--- src/rtl/bcd_multi_counter_if.sv ---
// Bus bundle for bcd_multi_counter: count controls in, BCD count and event pulses out.
// The master drives the controls and the slave (the counter) drives the results.
`timescale 1ns/1ps

interface bcd_multi_counter_if #(
    parameter int unsigned DIGITS = 4
);
    logic                  enable;
    logic                  up;
    logic                  load;
    logic [4*DIGITS-1:0]   load_value;
    logic [4*DIGITS-1:0]   count;
    logic                  wrap;
    logic                  load_err;

    modport master (
        output enable, up, load, load_value,
        input  count, wrap, load_err
    );

    modport slave (
        input  enable, up, load, load_value,
        output count, wrap, load_err
    );
endinterface

--- src/rtl/bcd_multi_counter.sv ---
// Cascaded DIGITS-decade BCD counter with enable, validated parallel load and
// registered wrap / load_err pulses.
// Optional macro BCD_CNT_DOWN_EN: builds decrement/borrow logic and lets the
// 'up' input select direction per cycle. Without it the counter only increments.
`timescale 1ns/1ps

module bcd_multi_counter #(
    parameter int unsigned DIGITS = 4
) (
    input  logic                   clk_i,
    input  logic                   rst_i,
    bcd_multi_counter_if.slave     cnt_if
);
    localparam int unsigned W = 4 * DIGITS;

    logic [W-1:0] count_q, count_d;
    logic         wrap_q, wrap_d;
    logic         load_err_q, load_err_d;

    logic [W-1:0] inc_val;
    logic         inc_wrap;
    logic [W-1:0] load_val;
    logic         load_bad;

    // Increment ripple: 9s roll to 0 and pass the carry up; carry out of the top is a wrap.
    always_comb begin
        logic carry;
        carry   = 1'b1;
        inc_val = count_q;
        for (int i = 0; i < DIGITS; i++) begin
            if (carry) begin
                if (count_q[4*i +: 4] == 4'd9) begin
                    inc_val[4*i +: 4] = 4'd0;
                end else begin
                    inc_val[4*i +: 4] = count_q[4*i +: 4] + 4'd1;
                    carry             = 1'b0;
                end
            end
        end
        inc_wrap = carry;
    end

`ifdef BCD_CNT_DOWN_EN
    logic [W-1:0] dec_val;
    logic         dec_wrap;

    // Decrement ripple: 0s roll to 9 and pass the borrow up; borrow out of the top is a wrap.
    always_comb begin
        logic borrow;
        borrow  = 1'b1;
        dec_val = count_q;
        for (int i = 0; i < DIGITS; i++) begin
            if (borrow) begin
                if (count_q[4*i +: 4] == 4'd0) begin
                    dec_val[4*i +: 4] = 4'd9;
                end else begin
                    dec_val[4*i +: 4] = count_q[4*i +: 4] - 4'd1;
                    borrow            = 1'b0;
                end
            end
        end
        dec_wrap = borrow;
    end
`else
    // Direction input exists on the bus but has no effect in this build.
    logic unused_up;
    assign unused_up = cnt_if.up;
`endif

    // Load sanitiser: non-decimal digits are forced to 0 and flagged.
    always_comb begin
        load_val = cnt_if.load_value;
        load_bad = 1'b0;
        for (int i = 0; i < DIGITS; i++) begin
            if (cnt_if.load_value[4*i +: 4] > 4'd9) begin
                load_val[4*i +: 4] = 4'd0;
                load_bad           = 1'b1;
            end
        end
    end

    // Next state: load beats enable beats hold; pulses default low.
    always_comb begin
        count_d    = count_q;
        wrap_d     = 1'b0;
        load_err_d = 1'b0;
        if (cnt_if.load) begin
            count_d    = load_val;
            load_err_d = load_bad;
        end else if (cnt_if.enable) begin
`ifdef BCD_CNT_DOWN_EN
            if (cnt_if.up) begin
                count_d = inc_val;
                wrap_d  = inc_wrap;
            end else begin
                count_d = dec_val;
                wrap_d  = dec_wrap;
            end
`else
            count_d = inc_val;
            wrap_d  = inc_wrap;
`endif
        end
    end

    // State and output flops with asynchronous clear.
    always_ff @(posedge clk_i or posedge rst_i) begin
        if (rst_i) begin
            count_q    <= '0;
            wrap_q     <= 1'b0;
            load_err_q <= 1'b0;
        end else begin
            count_q    <= count_d;
            wrap_q     <= wrap_d;
            load_err_q <= load_err_d;
        end
    end

    assign cnt_if.count    = count_q;
    assign cnt_if.wrap     = wrap_q;
    assign cnt_if.load_err = load_err_q;

endmodule

--- src/flat_wrapper.sv ---
// flat-port wrapper written by rule: the top's interface ports become plain ports
module bcd_multi_counter_flat 
#(
    parameter int unsigned DIGITS = 4
)
  (clk_i, rst_i, cnt_if_enable, cnt_if_up, cnt_if_load, cnt_if_load_value, cnt_if_count, cnt_if_wrap, cnt_if_load_err);
  bcd_multi_counter_if #(.DIGITS(DIGITS)) cnt_if_i ();
  input  logic clk_i;
  input  logic rst_i;
  input wire logic [$bits(cnt_if_i.enable)-1:0] cnt_if_enable;
  input wire logic [$bits(cnt_if_i.up)-1:0] cnt_if_up;
  input wire logic [$bits(cnt_if_i.load)-1:0] cnt_if_load;
  input wire logic [$bits(cnt_if_i.load_value)-1:0] cnt_if_load_value;
  output wire logic [$bits(cnt_if_i.count)-1:0] cnt_if_count;
  output wire logic [$bits(cnt_if_i.wrap)-1:0] cnt_if_wrap;
  output wire logic [$bits(cnt_if_i.load_err)-1:0] cnt_if_load_err;
  assign cnt_if_i.enable = cnt_if_enable;
  assign cnt_if_i.up = cnt_if_up;
  assign cnt_if_i.load = cnt_if_load;
  assign cnt_if_i.load_value = cnt_if_load_value;
  assign cnt_if_count = cnt_if_i.count;
  assign cnt_if_wrap = cnt_if_i.wrap;
  assign cnt_if_load_err = cnt_if_i.load_err;
  bcd_multi_counter #(.DIGITS(DIGITS)) u_core (.clk_i(clk_i), .rst_i(rst_i), .cnt_if(cnt_if_i));
endmodule
--- config.mk ---
export PLATFORM = sky130hd
export DESIGN_NAME = bcd_multi_counter_flat
export DESIGN_NICKNAME = d
export VERILOG_FILES = /design/src/rtl/bcd_multi_counter_if.sv /design/src/rtl/bcd_multi_counter.sv /design/src/flat_wrapper.sv
export SDC_FILE = /design/constraint.sdc
export NUM_CORES = 1
export LEC_CHECK = 0
export CORE_MARGIN = 10
export CORE_UTILIZATION = 55
export CTS_CLUSTER_SIZE = 16
export DETAILED_ROUTE_END_ITERATION = 10
export DONT_BUFFER_PORTS = 1
export PLACE_DENSITY = 0.73
export REMOVE_ABC_BUFFERS = 1
export SYNTH_ARGS = -nofsm -noshare
export SYNTH_HDL_FRONTEND = slang
export SYNTH_SLANG_ARGS = --single-unit
--- constraint.sdc ---
create_clock -name clk_i -period 1.5 [get_ports clk_i]
set_input_delay 0.45 -clock clk_i [delete_from_list [all_inputs] [get_ports clk_i]]
set_output_delay 0.45 -clock clk_i [all_outputs]
set_load 0.05 [all_outputs]
-- Yosys cells after proc, flatten, opt, wreduce, memory -nomap -nowiden
Cells that the tools add are included.
- word-level logic and storage cells: 52
- input port bits: 21
- register bits after elaboration: 18
- mux-type cells: 27
- eq/ne operators: 4
- order comparisons: 4
- reduce and logical (&&, ||, !) cells: 7
- $add $sub $neg: 4
- operator list (operator ; count):
    two-way mux 4 bit ; 11
    two-way mux 16 bit ; 2
    adder 4 x 1 -> 4 bit, second input constant ; 4
    == test 4 bit, second input constant ; 4
    greater-than comparator 4 bit, second input constant ; 4
    two-way mux 1 bit ; 14
    nonzero test 2 bit ; 4
    AND reduction 2 bit ; 3

-- Longest topological paths before layout
Gate-level depths: netlist of run 1.
- depth in word-level cells: 7
- depth in mapped cells: 5
- gate-level depth less buffers: 4

-- Least setup slack after synthesis of run 1
No wires, ideal clock.
- kind: reg2reg
- from: register u_core.count_q[3], in the netlist u_core.cnt_if.count[3]
- to: register u_core.count_q[7], in the netlist u_core.cnt_if.count[7]
- path buffers: 0
- period minus slack after synthesis: 1.832 ns
- required time: 1.361 ns
- slack: -0.332 ns
- arrival time: 1.692 ns
- cell stages (with the launch flop): 5
- cells stage by stage: dfrtp_1 > nand4b_4 > or4b_1 > a22oi_1 > o32ai_1
- word-level cells in the longest chain between the ends: 4
- RTL lines (what ; line ; RTL):
    from (decl) ; bcd_multi_counter.sv:16 ; logic [W-1:0] count_q, count_d;
    from (signal assigned) ; bcd_multi_counter.sv:113 ; count_q <= count_d;
    == test 4 bit ; bcd_multi_counter.sv:32 ; if (count_q[4*i +: 4] == 4'd9) begin
    two-way mux 1 bit ; bcd_multi_counter.sv:32 ;
    nonzero test 2 bit (no source line) ; -- ;
    AND reduction 2 bit (no source line) ; -- ;
Every way passes these cells.
A chain may end at the register's enable or synchronous reset.

-- Final worst setup path of run 1
- from: register u_core.count_q[5], in the netlist u_core.cnt_if.count[5]
- to: register u_core.count_q[7], in the netlist u_core.cnt_if.count[7]
- word-level cells in the longest chain between the ends: 5
- elaborated cells on any way between the ends: 6
- those cells by class: 1 x add/sub; 1 x eq/ne; 4 x mux
- RTL lines (what ; line ; RTL):
    adder 4 x 1 -> 4 bit or == test 4 bit (tied branches) ; bcd_multi_counter.sv:35, bcd_multi_counter.sv:32 ;
    two-way mux 4 bit (*) ; bcd_multi_counter.sv:32 ;
    two-way mux 4 bit (*) ; bcd_multi_counter.sv:31 ; if (carry) begin
    two-way mux 16 bit (*) ; bcd_multi_counter.sv:90 ; end else if (cnt_if.enable) begin
    two-way mux 16 bit (*) ; bcd_multi_counter.sv:87 ; if (cnt_if.load) begin
Every way passes the cells marked *; elsewhere a longest branch is shown, timed or not. The select of a mux whose other input is x is not followed.

==> impl_metrics.json, run 1 <==
{
  "io_buffer_count": 0,
  "yosys_warnings": 0,
  "initial_core_util": 0.5984,
  "fp.dieW_um": 66.90,
  "syn_to_final_growth_pct": 30.61,
  "hold_class": "in -> async",
  "antenna_found_initial": 0,
  "critPathMaxFanout": 4,
  "grt_remaining_overflow": 0,
  "worst_pin_slew_ns": 0.4580,
  "stdcell_area_sq_um": 1580,
  "synth_area_leader_cell": "dfrtp_1",
  "period_needed_ns": 1.522,
  "slew_violations": 0,
  "root_buffer": "clkbuf_4",
  "grt_pass1_wl_um": 5526,
  "ys_async_sr_fraction": 1.000,
  "final.setup.tns_ns": -0.02240,
  "finClkSkew_ns": 0.006190,
  "vias": 1173,
  "cts_inserted_buffers": 3,
  "placed_area_sq_um": 1441,
  "dp.final_hpwl_um": 2517,
  "track_usage": 0.1532,
  "grt_pass1_vias": 1195,
  "failed_checks": "setup timing",
  "grt_max_degree": 31,
  "grt_setup_unrepaired": "true",
  "hold_ws_ns": 0.01346,
  "synth_top_area_share": 0.3723,
  "diodes": 0,
  "ys_ff_latch": 18,
  "fin_crit_sh": 1.015,
  "dominantRegCellSynth": "dfrtp_1",
  "worstPathCellList": "and2b_1 -> or4b_4 -> a22oi_2 -> o32ai_1",
  "seq_area_frac_synth": 0.3723,
  "ant_nets": 0,
  "drive_gt1_frac": 0.2917,
  "clock-sinks": 18,
  "syn_area_sq_um": 1210,
  "fmax_mhz": 656.9,
  "synth_edf_count": 0,
  "avgSynthCellArea_sq_um": 8.831,
  "power_density_nw_per_um2": 897.8,
  "final_nets": 190,
  "start_kind": "flip-flop",
  "yosysMostFrequentCell": "dfrtp_1",
  "place_congestion": 0.8087,
  "h-tree-depth": 1,
  "leakage_nw": 0.6660,
  "status": "finished with violations",
  "synth.area.top_cells": "dfrtp_1 (37%), o21ai_0 (4.6%), mux2i_1 (4.1%)",
  "via_per_inst": 6.015,
  "rows": 16,
  "finalSetupViolCount": 1,
  "hold_viol": 0,
  "worst_path_max_delay_cell": "or4b_4",
  "wl_per_cell_um": 17.65,
  "critPathMaxStageDelay_ns": 0.52,
  "clk_pin_slew_ns": 0.11,
  "cp_top_family": "simple AND/OR/NAND/NOR gates",
  "pre_cts_slack_ns": -0.07023,
  "die_y_um": 66.90,
  "postLayoutSetupSlackWorst_ns": -0.02240,
  "ys_types": 36,
  "syn_inst": 137,
  "cts_tree": "done",
  "cp.arrival_ns": 1.70,
  "drc_errors": 0,
  "highest_layer": "met4",
  "boundaryPins": 39,
  "slew_headroom": 0.6948,
  "critPathCaptureType": "flip-flop",
  "totalWireLength_um": 3441,
  "required_ns": 1.68,
  "synth_common_cells": "dfrtp_1 (18), nand2_1 (13), o21ai_0 (11), nand3_1 (10), nor2_1 (9)",
  "wl_met3_um": 345,
  "core-area_sq_um": 2022,
  "maxCapViolCount": 0,
  "clk_path_buf_depth": 2,
  "die_area_sq_um": 4476,
  "firstDrtPassIters": 4,
  "wl_met1_um": 1322,
  "clock_latency_ns": 0.30,
  "crit_type": "reg -> reg",
  "first_iter_violations": 67,
  "path_buf_inv": 0,
  "peakVddDrop_mv": 0.7639,
  "dr_wl_met2_um": 1702
}
==> path summary, 6_finish.rpt <==
| check | start | end | slack (ns) | cells after the start |
|---|---|---|---|---|
| max | u_core.cnt_if.count[5]$_DFFE_PP0P_ | u_core.cnt_if.count[7]$_DFFE_PP0P_ | -0.02 | 4 |
| min | rst_i | u_core.cnt_if.count[14]$_DFFE_PP0P_ | 0.01 | 2 |
| max reg2reg | u_core.cnt_if.count[5]$_DFFE_PP0P_ | u_core.cnt_if.count[7]$_DFFE_PP0P_ | -0.02 | 4 |
| min reg2reg | u_core.cnt_if.count[13]$_DFFE_PP0P_ | u_core.cnt_if.wrap$_DFF_PP0_ | 0.57 | 1 |
| max in group asynchronous | rst_i | u_core.cnt_if.count[4]$_DFFE_PP0P_ | 1.31 | 2 |
| min in group clk_i | cnt_if_load | u_core.cnt_if.wrap$_DFF_PP0_ | 0.21 | 1 |
==> cell type report <==
class	instances	area, sq um
well taps	27	33.78
multi-input cells	109	780.7
flip-flops and latches	18	451.7
clock buffers	4	36.28
inverters	5	18.77
fillers	149	441.7
repair buffers	32	259.0
==> layer usage <==
metal  track usage  vias up
met3       0.05686        8
met1        0.1753      548
met4       0.05128        0
li1              -      566
met2        0.2559       51
met5             0        -
==> logic make-up (layout without fill, tap and decap cells) <==
logic type | after synthesis | in the layout | share of synthesized area
buffers and inverters | 10 | 41 | 0.03205
multiplexers | 5 | 5 | 0.04137
flip-flops | 18 | 18 | 0.3723
XOR/XNOR | 5 | 5 | 0.03619
AO/OA/AOI/OAI | 28 | 28 | 0.1396
AND/OR/NAND/NOR | 71 | 71 | 0.3785
==> what timing repair did <==
item,4_1_cts,5_1_grt
setup buffers,2,1
setup endpoints to repair,7,12
hold buffers,0,0
resized for setup,7,8
pin swaps,1,6
==> report_power, final <==
group          switching [W]  total (W)  leakage (nW)  internal, W
combinational       0.000323   0.000522         0.414     0.000199
clock               0.000158   0.000306        0.0210     0.000148
sequential         0.0000604   0.000591         0.231     0.000531
==> layout by cell type, fill, tap and decap left out, types with 3 or more instances in the layout <==
master    count
a21oi_1       6
buf_4        27
buf_6         5
clkbuf_4      3
dfrtp_1      17
inv_1         5
mux2i_1       5
nand2_1      13
nand2b_1      3
nand3_1      10
nand3b_1      5
nor2_1        9
nor2b_1       8
nor3_1        4
nor3b_1       4
o21ai_0      11
xnor2_1       4
==> stage by stage <==
stage	utilization	instances	total power (W)
global placement	0.7129	188	0.001062
CTS	0.7599	194	0.001395
global route	0.7816	195	0.001485
detailed placement	0.7129	188	0.001077
floorplan	-	132	0.0009134
finish	0.7816	195	0.001419
==> sequential cells by signal (all words and copies together) (netlist names) <==
signal                  cells
u_core.cnt_if.count        16
u_core.cnt_if.load_err      1
u_core.cnt_if.wrap          1
Power figures use the tool's default switching activity.
==> inputs of run 2 (changes only) <==
- CELL_PAD_IN_SITES_DETAIL_PLACEMENT: unset -> 1
- CELL_PAD_IN_SITES_GLOBAL_PLACEMENT: unset -> 2
- CORE_UTILIZATION: 55 -> 32
- SLEW_MARGIN: unset -> 15
==> impl_metrics.json, run 2 (synthesized netlist as in run 1, its figures left out) <==
{
  "status": "finished with violations",
  "failed_checks": "setup timing",
  "rows": 22,
  "power_frac_comb": 0.359,
  "period_needed_ns": 1.559,
  "final.setup.tns_ns": -0.1412,
  "place_congestion": 0.7582,
  "initial_core_util": 0.3305,
  "fillers": 435,
  "cts_inserted_buffers": 3,
  "grt_setup_unrepaired": "true",
  "drc_errors": 0,
  "peakVddDrop_mv": 0.6924,
  "boundaryPins": 39,
  "multi_input_area_sq_um": 804.5,
  "drive_gt1_frac": 0.3391,
  "crit_type": "reg -> reg",
  "critPathMaxStageDelay_ns": 0.51,
  "slew_headroom": 0.6748,
  "totalWireLength_um": 4137,
  "maxCapViolCount": 0,
  "dp.final_hpwl_um": 3094,
  "io_buffer_count": 0,
  "dpl.cell_count": 211,
  "wl_per_cell_um": 18.64,
  "vias": 1204,
  "required_ns": 1.63,
  "grt_pass1_vias": 1299,
  "critPathCaptureType": "flip-flop",
  "clock-sinks": 18,
  "pwr-share-seq": 0.382,
  "clock_latency_ns": 0.25,
  "die_area_sq_um": 6641,
  "layout_commonest_cell": "buf_4",
  "ant_nets": 0,
  "die_y_um": 81.49,
  "syn_to_final_growth_pct": 40.02,
  "clk_path_buf_depth": 2,
  "start_kind": "flip-flop",
  "cp_top_family": "simple AND/OR/NAND/NOR gates",
  "fin_cells": 222,
  "grt_max_degree": 31,
  "diodes": 0,
  "finalSetupViolCount": 3,
  "regArea_sq_um": 451.7,
  "mostFrequentLayoutCells": "buf_4 (33), dfrtp_1 (17), nand2_1 (13), o21ai_0 (11), nand3_1 (10)",
  "antenna_found_initial": 0,
  "cp.arrival_ns": 1.69,
  "fp.dieW_um": 81.49,
  "worstPathCellList": "and2b_1 -> or4b_1 -> a22oi_2 -> o32ai_2",
  "fin_crit_sh": 1.040,
  "firstDrtPassIters": 4,
  "via_per_inst": 5.423,
  "leakage_nw": 0.7095,
  "largest_register_ff_count": 16,
  "clk_pin_slew_ns": 0.07,
  "slew_violations": 0,
  "hold_ws_ns": 0.1027,
  "clockPowerShare": 0.259,
  "first_iter_violations": 33,
  "grt_remaining_overflow": 0,
  "grt_pass1_wl_um": 6796,
  "h-tree-depth": 1,
  "cts_tree": "done",
  "core-area_sq_um": 3661,
  "postLayoutSetupSlackWorst_ns": -0.05946,
  "hold_class": "in -> async",
  "final_nets": 196,
  "finClkSkew_ns": 0.004649,
  "hold_viol": 0,
  "p_switching_w": 0.0005685,
  "critPathMaxFanout": 4,
  "power_density_nw_per_um2": 917.4,
  "p_int_w": 0.0009857,
  "power.share.switching": 0.3658,
  "worst_pin_slew_ns": 0.4827,
  "root_buffer": "clkbuf_8",
  "fmax_mhz": 641.2,
  "track_usage": 0.1306,
  "worst_path_max_delay_cell": "or4b_1",
  "path_buf_inv": 0
}
run 2: cell count changes in the layout (fill, tap and decap cells not counted), sizes merged:
cell / previous run / this run
buf: 32 / 38
run 2: worst reg2reg max path, cell delays in order, from the launching register on:
cell and delay (ns):
dfrtp_1 0.41, and2b_1 0.17, or4b_1 0.51, a22oi_2 0.23, o32ai_2 0.11
run 2: path summary, 6_finish.rpt:
path / cells after the start / slack, ns / from / endpoint
worst max-delay path: 4 / -0.06 / u_core.cnt_if.count[6]$_DFFE_PP0P_ / u_core.cnt_if.count[7]$_DFFE_PP0P_
worst min-delay path: 2 / 0.10 / rst_i / u_core.cnt_if.count[11]$_DFFE_PP0P_
worst max register to register: 4 / -0.06 / u_core.cnt_if.count[6]$_DFFE_PP0P_ / u_core.cnt_if.count[7]$_DFFE_PP0P_
worst min register to register: 1 / 0.58 / u_core.cnt_if.count[13]$_DFFE_PP0P_ / u_core.cnt_if.wrap$_DFF_PP0_
max in group asynchronous: 2 / 1.18 / rst_i / u_core.cnt_if.count[4]$_DFFE_PP0P_
min in group clk_i: 1 / 0.26 / cnt_if_load / u_core.cnt_if.wrap$_DFF_PP0_
run 2: area by class of cell:
type / instances / share of cell area
Clock buffer: 4 / 0.03250
Inverter: 5 / 0.01108
Multi-Input combinational cell: 109 / 0.4749
Sequential cell: 18 / 0.2666
Tap cell: 48 / 0.03545
Timing Repair Buffer: 38 / 0.1795
run 2: power groups by stage:
stage                     combinational [W]  sequential (W)  clock (W)
after floorplan                    0.000146        0.000768          0
after global placement             0.000484        0.000597          0
after detailed placement           0.000500        0.000603          0
after CTS                          0.000532        0.000593   0.000410
after global routing               0.000604        0.000602   0.000443
final                              0.000558        0.000594   0.000402
run 2: layer usage:
metal  share of wire  global-route usage
met3           0.076             0.05349
met5               0                   0
met2            0.52              0.2378
met4          0.0048             0.02076
met1            0.39              0.1405
run 2: metrics by stage:
stage / setup slack (ns) / utilization / instance area, sq um / total power [W]
6_report: -0.05946 / 0.4627 / 1694 / 0.001554
5_1_grt: -0.1205 / 0.4627 / 1694 / 0.001649
4_1_cts: -0.05985 / 0.4426 / 1620 / 0.001535
3_5_place_dp: -0.1716 / 0.4050 / 1483 / 0.001102
3_3_place_gp: -0.04354 / 0.4050 / 1483 / 0.001081
2_1_floorplan: -0.3252 / - / 1190 / 0.0009134
run 2: timing repair:
item / 4_1_cts / 5_1_grt
resized for setup: 7 / 12
buffers inserted: 6 / 2
pin swaps: 3 / 6
hold buffers: 0 / 0
endpoints found under the setup margin: 8 / 15
==> inputs of run 3 (changes only) <==
- BUFFER_PORTS_ARGS: unset -> -buffer_cell sky130_fd_sc_hd__buf_2
- CORE_UTILIZATION: 32 -> 26
- DONT_BUFFER_PORTS: 1 -> unset
- PLACE_DENSITY: 0.73 -> 0.75
==> impl_metrics.json, run 3 (synthesized netlist as in run 1, its figures left out) <==
{
  "status": "finished with violations",
  "failed_checks": "setup timing",
  "rows": 24,
  "ant_nets": 0,
  "period_needed_ns": 1.585,
  "postLayoutSetupSlackWorst_ns": -0.08504,
  "vias": 1254,
  "die_y_um": 88.22,
  "place_congestion": 0.7593,
  "core-area_sq_um": 4444,
  "fillers": 537,
  "placed_area_sq_um": 1620,
  "slew_headroom": 0.7342,
  "post-route-util": 0.4088,
  "peakVddDrop_mv": 0.4072,
  "power_w": 0.001530,
  "clk_pin_slew_ns": 0.07,
  "final_nets": 220,
  "dpl.cell_count": 245,
  "leakage_nw": 0.8027,
  "required_ns": 1.62,
  "syn_to_final_growth_pct": 50.15,
  "antenna_found_initial": 0,
  "stdcell_area_sq_um": 1817,
  "firstDrtPassIters": 3,
  "maxCapViolCount": 0,
  "largest_register_ff_count": 16,
  "grt_setup_unrepaired": "true",
  "diodes": 0,
  "finalSetupViolCount": 4,
  "clock_latency_ns": 0.25,
  "totalWireLength_um": 4118,
  "first_iter_violations": 40,
  "slew_violations": 0,
  "worstPathCellList": "nand4b_4 -> or4b_4 -> a22oi_2 -> o32ai_1",
  "finClkSkew_ns": 0.007676,
  "boundaryPins": 39,
  "start_kind": "flip-flop",
  "critPathMaxFanout": 3,
  "critPathMaxStageDelay_ns": 0.51,
  "grt_remaining_overflow": 0,
  "cts_hold_buffers": 0,
  "h-tree-depth": 1,
  "grt_max_degree": 19,
  "clk_path_buf_depth": 2,
  "worst_pin_slew_ns": 0.3946,
  "via_per_inst": 5.036,
  "initial_core_util": 0.2722,
  "worst_path_max_delay_cell": "or4b_4",
  "crit_type": "reg -> reg",
  "grt_pass1_wl_um": 6617,
  "drc_errors": 0,
  "track_usage": 0.1072,
  "mostFrequentLayoutCells": "buf_2 (25), buf_4 (25), dfrtp_1 (17), nand2_1 (13), o21ai_0 (11)",
  "io_buffer_count": 37,
  "cts_inserted_buffers": 3,
  "power_density_nw_per_um2": 842.1,
  "fp.dieW_um": 88.22,
  "hold_viol": 0,
  "wl_per_cell_um": 16.54,
  "fin_cells": 249,
  "fin_crit_sh": 1.057,
  "die_area_sq_um": 7782,
  "cp.arrival_ns": 1.71,
  "root_buffer": "clkbuf_8",
  "drive_gt1_frac": 0.4061,
  "fmax_mhz": 630.9,
  "clock-sinks": 18,
  "grt_pass1_vias": 1332,
  "cts_tree": "done",
  "critPathCaptureType": "flip-flop",
  "dp.final_hpwl_um": 3272,
  "hold_class": "in -> async",
  "pre_cts_slack_ns": -0.1891
}
## run 3: cell types whose count changed in the layout (fill, tap and decap cells not counted), sizes merged
cell,previous run,this run
buf,38,57
clkbuf,4,8
## run 3: worst paths after layout
check                                               startpoint                                   to  slack (ns)  cells after the start
max                         u_core.cnt_if.count[2]$_DFFE_PP0P_   u_core.cnt_if.count[7]$_DFFE_PP0P_       -0.09                      4
min                                                      rst_i  u_core.cnt_if.count[15]$_DFFE_PP0P_        0.21                      3
max reg2reg                 u_core.cnt_if.count[2]$_DFFE_PP0P_   u_core.cnt_if.count[7]$_DFFE_PP0P_       -0.09                      4
min reg2reg                u_core.cnt_if.count[13]$_DFFE_PP0P_         u_core.cnt_if.wrap$_DFF_PP0_        0.57                      1
max in group asynchronous                                rst_i   u_core.cnt_if.count[1]$_DFFE_PP0P_        1.07                      3
min in group clk_i                        cnt_if_load_value[3]   u_core.cnt_if.count[2]$_DFFE_PP0P_        0.42                      2
## run 3: power by group
part	total (W)	internal (W)	switching (W)
registers	0.000582	0.000532	0.0000504
logic	0.000613	0.000237	0.000376
clock network	0.000334	0.000178	0.000156
## run 3: routing by layer
metal | GRT usage | part of all wire
met5 | 0 | 0
met4 | 0.01762 | 0
met3 | 0.03952 | 0.057
met2 | 0.1889 | 0.50
met1 | 0.1229 | 0.44
## run 3: critical path: cells and delay by family, from the launching register on
family / cells / cell delay (ns)
and+or+nand+nor: 2 / 0.72
DFF: 1 / 0.41
AOI/OAI and AO/OA: 2 / 0.33
## run 3: area by class of cell
type	instances	area, sq um	share of cell area
Sequential cell	18	451.7	0.2486
Multi-Input combinational cell	109	807.0	0.4442
Clock buffer	3	41.29	0.02273
Timing Repair Buffer	62	432.9	0.2383
Inverter	5	18.77	0.01033
Tap cell	52	65.06	0.03581
## run 3: metrics by stage
step	hold WS (ns)	TNS, ns
after CTS	0.2137	-0.2672
after detailed placement	0.4946	-0.8192
after global routing	0.2298	-0.7364
after floorplan	0.3886	-1.773
after global placement	0.4805	-0.5887
final	0.2090	-0.1980
## run 3: timing repair
action                                 in CTS  in global routing
setup buffers                               0                  2
endpoints found under the hold margin       0                  0
gates resized for setup                    13                 21
pin swaps                                   2                  7
setup endpoints to repair                  13                 18
